[src/rtl/mandelbrot_coord_gen.sv]
// Raster-scan coordinate generator for an HRES x VRES Mandelbrot frame.
// Define MANDELBROT_COORD_GEN_ABORT_EN to add the abort input.
module mandelbrot_coord_gen #(
   parameter int HRES = 800,
   parameter int VRES = 600,
   parameter int FPW  = 54,
   parameter int AW   = 11,
   parameter int LW   = 10
) (
   input  logic           clk,
   input  logic           rst,
   input  logic           clk_en,
   input  logic           start,
`ifdef MANDELBROT_COORD_GEN_ABORT_EN
   input  logic           abort,
`endif
   input  logic [FPW-1:0] x0,
   input  logic [FPW-1:0] y0,
   input  logic [FPW-1:0] dx,
   input  logic [FPW-1:0] dy,
   output logic           out_vld,
   input  logic           out_rdy,
   output logic [FPW-1:0] x_man,
   output logic [FPW-1:0] y_man,
   output logic [AW-1:0]  adr_o,
   output logic [LW-1:0]  line_o,
   output logic           busy,
   output logic           line_done,
   output logic           frame_done
);

   typedef enum logic {S_IDLE, S_RUN} state_t;

   localparam logic [AW-1:0] LAST_COL  = AW'(HRES - 1);
   localparam logic [LW-1:0] LAST_LINE = LW'(VRES - 1);

   state_t         r_state;
   state_t         w_next;
   logic [FPW-1:0] r_x0;
   logic [FPW-1:0] r_dx;
   logic [FPW-1:0] r_dy;
   logic [FPW-1:0] r_x;
   logic [FPW-1:0] r_y;
   logic [AW-1:0]  r_adr;
   logic [LW-1:0]  r_line;
   logic           r_line_done;
   logic           r_frame_done;
   logic           w_run;
   logic           w_start;
   logic           w_xfer;
   logic           w_eol;
   logic           w_eof;
   logic           w_abort;

   assign w_run   = (r_state == S_RUN);
   assign w_start = clk_en & ~w_run & start;
   assign w_xfer  = clk_en & w_run & out_rdy;
   assign w_eol   = (r_adr == LAST_COL);
   assign w_eof   = w_eol & (r_line == LAST_LINE);

`ifdef MANDELBROT_COORD_GEN_ABORT_EN
   assign w_abort = clk_en & w_run & abort;
`else
   assign w_abort = 1'b0;
`endif

   always_ff @(posedge clk or posedge rst) begin
      if (rst) begin
         r_state <= S_IDLE;
      end else begin
         r_state <= w_next;
      end
   end

   always_comb begin
      w_next = r_state;
      case (r_state)
         S_IDLE: if (w_start) w_next = S_RUN;
         S_RUN:  if (w_abort || (w_xfer && w_eof)) w_next = S_IDLE;
         default: w_next = S_IDLE;
      endcase
   end

   // x restarts from the captured origin each line; y only steps at line wrap.
   always_ff @(posedge clk or posedge rst) begin
      if (rst) begin
         r_x0         <= '0;
         r_dx         <= '0;
         r_dy         <= '0;
         r_x          <= '0;
         r_y          <= '0;
         r_adr        <= '0;
         r_line       <= '0;
         r_line_done  <= 1'b0;
         r_frame_done <= 1'b0;
      end else if (clk_en) begin
         r_line_done  <= w_xfer & w_eol;
         r_frame_done <= w_xfer & w_eof & ~w_abort;
         if (w_start) begin
            r_x0   <= x0;
            r_dx   <= dx;
            r_dy   <= dy;
            r_x    <= x0;
            r_y    <= y0;
            r_adr  <= '0;
            r_line <= '0;
         end else if (w_xfer) begin
            if (w_eol) begin
               r_adr  <= '0;
               r_x    <= r_x0;
               r_line <= r_line + 1'b1;
               r_y    <= r_y + r_dy;
            end else begin
               r_adr  <= r_adr + 1'b1;
               r_x    <= r_x + r_dx;
            end
         end
      end
   end

   assign out_vld    = w_run;
   assign busy       = w_run;
   assign x_man      = r_x;
   assign y_man      = r_y;
   assign adr_o      = r_adr;
   assign line_o     = r_line;
   assign line_done  = r_line_done;
   assign frame_done = r_frame_done;

endmodule

[config.mk]
export PLATFORM = sky130hd
export DESIGN_NAME = mandelbrot_coord_gen
export DESIGN_NICKNAME = d
export VERILOG_FILES = /design/src/rtl/mandelbrot_coord_gen.sv
export SDC_FILE = /design/constraint.sdc
export NUM_CORES = 1
export LEC_CHECK = 0
export BUFFER_PORTS_ARGS = -buffer_cell sky130_fd_sc_hd__buf_2
export CORE_AREA = 2 2 175 177
export CTS_CLUSTER_DIAMETER = 100
export DETAILED_ROUTE_END_ITERATION = 12
export DIE_AREA = 0 0 177 179
export PLACE_DENSITY = 0.87
export REMOVE_ABC_BUFFERS = 1
export SLEW_MARGIN = 40
export SYNTH_ARGS = -nofsm -noshare
export SYNTH_HDL_FRONTEND = slang
export SYNTH_SLANG_ARGS = --single-unit
export TNS_END_PERCENT = 30
[constraint.sdc]
create_clock -name clk -period 22.1 [get_ports clk]
set_input_delay 3.315 -clock clk [delete_from_list [all_inputs] [get_ports clk]]
set_output_delay 3.315 -clock clk [all_outputs]
set_load 0.01 [all_outputs]
==> results.json <==
{
  "status": "finished clean",
  "io_buffers": 353,
  "insertion_delay_ns": 0.52,
  "critPathTopFamily": "buffers and inverters",
  "ys_types": 98,
  "worstPathMaxFanout": 83,
  "die_w_um": 177,
  "dr.pass1.iters": 7,
  "drc": 0,
  "synth_top_area_cell": "dfrtp_1",
  "worst_slew_pin_slew_ns": 0.8167,
  "report.final.setup_viol": 0,
  "critPathMaxStageDelay_ns": 0.75,
  "fin_crit_sh_pct": 26.82,
  "hold_ws_ns": 0.4737,
  "post_cts_buffers": 0,
  "core_area_um2": 30030,
  "post-route-min-period_ns": 5.926,
  "ys_ff_latch": 294,
  "total_power_mw": 3.329,
  "path_clk_slew_ns": 0.06,
  "grt_pass1_vias": 16890,
  "nNetsFinal": 2760,
  "drive_above_1_share_pct": 19.45,
  "setup_ws_ns": 16.17,
  "ir_drop_mv": 0.08172,
  "cp-end-kind": "flop",
  "skew_ns": 0.01595,
  "ys_seq_area_share_pct": 40.78,
  "syn_area_um2": 18040,
  "cts_root_buffer": "clkbuf_16",
  "async_flop_share_pct": 100.0,
  "synth_commonest_cells": "nand2_1 (640), dfrtp_1 (294), a21oi_1 (173)",
  "path_common_cell": "buf_4",
  "cts_resized": 0,
  "wl_mm": 53.22,
  "ant_nets": 0,
  "startpoint_type": "input port",
  "critPathKind": "in2reg",
  "htreeDepth": 2,
  "cts_tree": "built",
  "grt_usage_pct": 33.06,
  "pwr_density_cell_nw_per_um2": 157.5,
  "vias_per_cell": 6.110,
  "cts_sinks": 294,
  "slew_headroom_pct": 45.55,
  "die_area_um2": 31680,
  "max_freq_ghz": 0.1687,
  "worstPathArrival_ns": 6.33,
  "synthMostInstantiatedCell": "nand2_1",
  "synth_top_cell_area_share_pct": 40.78,
  "cpMaxStageDelayCell": "buf_4",
  "maxCapViolCount": 0,
  "finalHoldViolations": 0,
  "holdBufCountCts": 0,
  "row_count": 64,
  "hold_class": "reg2reg",
  "rsz0062_at_grt": "no",
  "vias": 17419,
  "boundaryPins": 354,
  "dpl.hpwl_mm": 37.54,
  "final_cell_area_um2": 21140,
  "grt_pass1_wl_mm": 84.67,
  "path_cells": "buf_2 -> nand2_1 -> nor2_4 -> buf_4 -> buf_4 -> buf_4 -> o21ai_0 -> a21oi_1 -> a21bo_1",
  "ys.flop_type": "dfrtp_1",
  "synth_edf_count": 0,
  "wl_per_cell_um": 18.67,
  "yosysWarningCount": 0,
  "antenna_found_initial": 3,
  "start_util_pct": 60.08,
  "drt_iter0_drc": 1705,
  "fp.dieH_um": 179,
  "areaGrowthSynthToFinish_pct": 17.17,
  "final.setup.tns_ns": 0,
  "synthTopCellsByArea": "dfrtp_1 (41%), nand2_1 (13%), ha_1 (7.5%)",
  "grt-ovfl-total": 0,
  "syn_avg_cell_area_um2": 8.419,
  "placed_cell_area_um2": 19870,
  "cts_buffers": 34,
  "power.leakage_nw": 10.76,
  "netlist_instances": 2143,
  "gp_congestion": 0.9162,
  "clock_path_buffers": 3,
  "grt_max_degree": 118,
  "dp_slack_ns": 15.68,
  "cp.buffers_inverters": 4,
  "drv_slew": 0,
  "cp.required_ns": 22.51
}
flip-flops by register name, indices dropped and copies added, names as in the netlist:
register / count
r_dx: 54
r_dy: 54
r_x0: 54
x_man: 54
y_man: 54
adr_o: 11
line_o: 10
busy: 1
frame_done: 1
line_done: 1
per-layer routing:
metal	track usage [%]	vias up	share of wire (%)
li1	-	8089	-
met1	42.52	8305	40
met2	54.91	881	47
met3	6.934	140	9.5
met4	12.67	4	3.5
met5	0	-	0.045
worst paths after layout:
check,cells past startpoint,startpoint,slack [ns],end
setup reg to reg,10,adr_o[6],18.06,line_o[9]
hold reg to reg,2,r_x0[42],0.47,r_x0[42]
hold / removal,2,r_x0[42],0.47,r_x0[42]
max in group asynchronous,4,rst,17.87,x_man[40]
min in group asynchronous,2,rst,2.84,r_dy[27]
setup / recovery,9,clk_en,16.17,x_man[47]
through the flow:
stage	util, %	std cells
6_report	70.40	2851
5_1_grt	70.39	2850
4_1_cts	70.30	2848
3_5_place_dp	66.17	2788
3_3_place_gp	65.98	2786
2_1_floorplan	-	2024
tightest hold or removal path, stage by stage (launching register included):
cell,delay [ns]
dfrtp_1,0.34
nand2_1,0.05
nand2_1,0.05
cell usage in the layout, fill, tap and decap left out, types with 11 or more instances in the layout:
| cell | Yosys | layout |
|---|---|---|
| nand2_1 | 640 | 639 |
| o22ai_1 | 11 | 11 |
| nor3_1 | 17 | 16 |
| inv_1 | 27 | 26 |
| nor2_1 | 106 | 104 |
| a21o_1 | 51 | 51 |
| a222oi_1 | 36 | 36 |
| clkbuf_16 | 0 | 35 |
| o211ai_1 | 12 | 12 |
| a21oi_1 | 173 | 173 |
| nand4_1 | 27 | 27 |
| buf_2 | 6 | 353 |
| o21bai_1 | 21 | 21 |
| a31oi_1 | 23 | 23 |
| and3_1 | 19 | 19 |
| nand3_1 | 34 | 33 |
| ha_1 | 108 | 108 |
| buf_4 | 4 | 12 |
| xnor2_1 | 55 | 55 |
| o21ai_0 | 136 | 136 |
| dfrtp_1 | 294 | 294 |
| xor2_1 | 50 | 50 |
| o21ai_1 | 11 | 11 |
power breakdown:
group          internal, mW  total, mW  switching [mW]
sequential            0.756      0.941           0.185
clock                 0.401      0.631           0.230
combinational         0.726       1.76            1.03
total                  1.88       3.33            1.45
cell families after synthesis:
kind of cell	synth area share, %
simple gates	20.97
compound gates	20.97
flops	40.78
buf+inv	4.078
fa+ha+maj	7.712
xor+xnor	5.097
mux	0.3953
area by class of cell:
type	count	area, um^2
Antenna cell	2	5.005
Clock inverter	13	269.0
Multi-Input combinational cell	1703	9983
Sequential cell	294	7357
Timing Repair Buffer	369	1944
Inverter	27	113.9
Fill cell	2311	8890
Clock buffer	47	970.9
Tap cell	396	495.5
No activity file was read; power rests on OpenSTA's default activity.
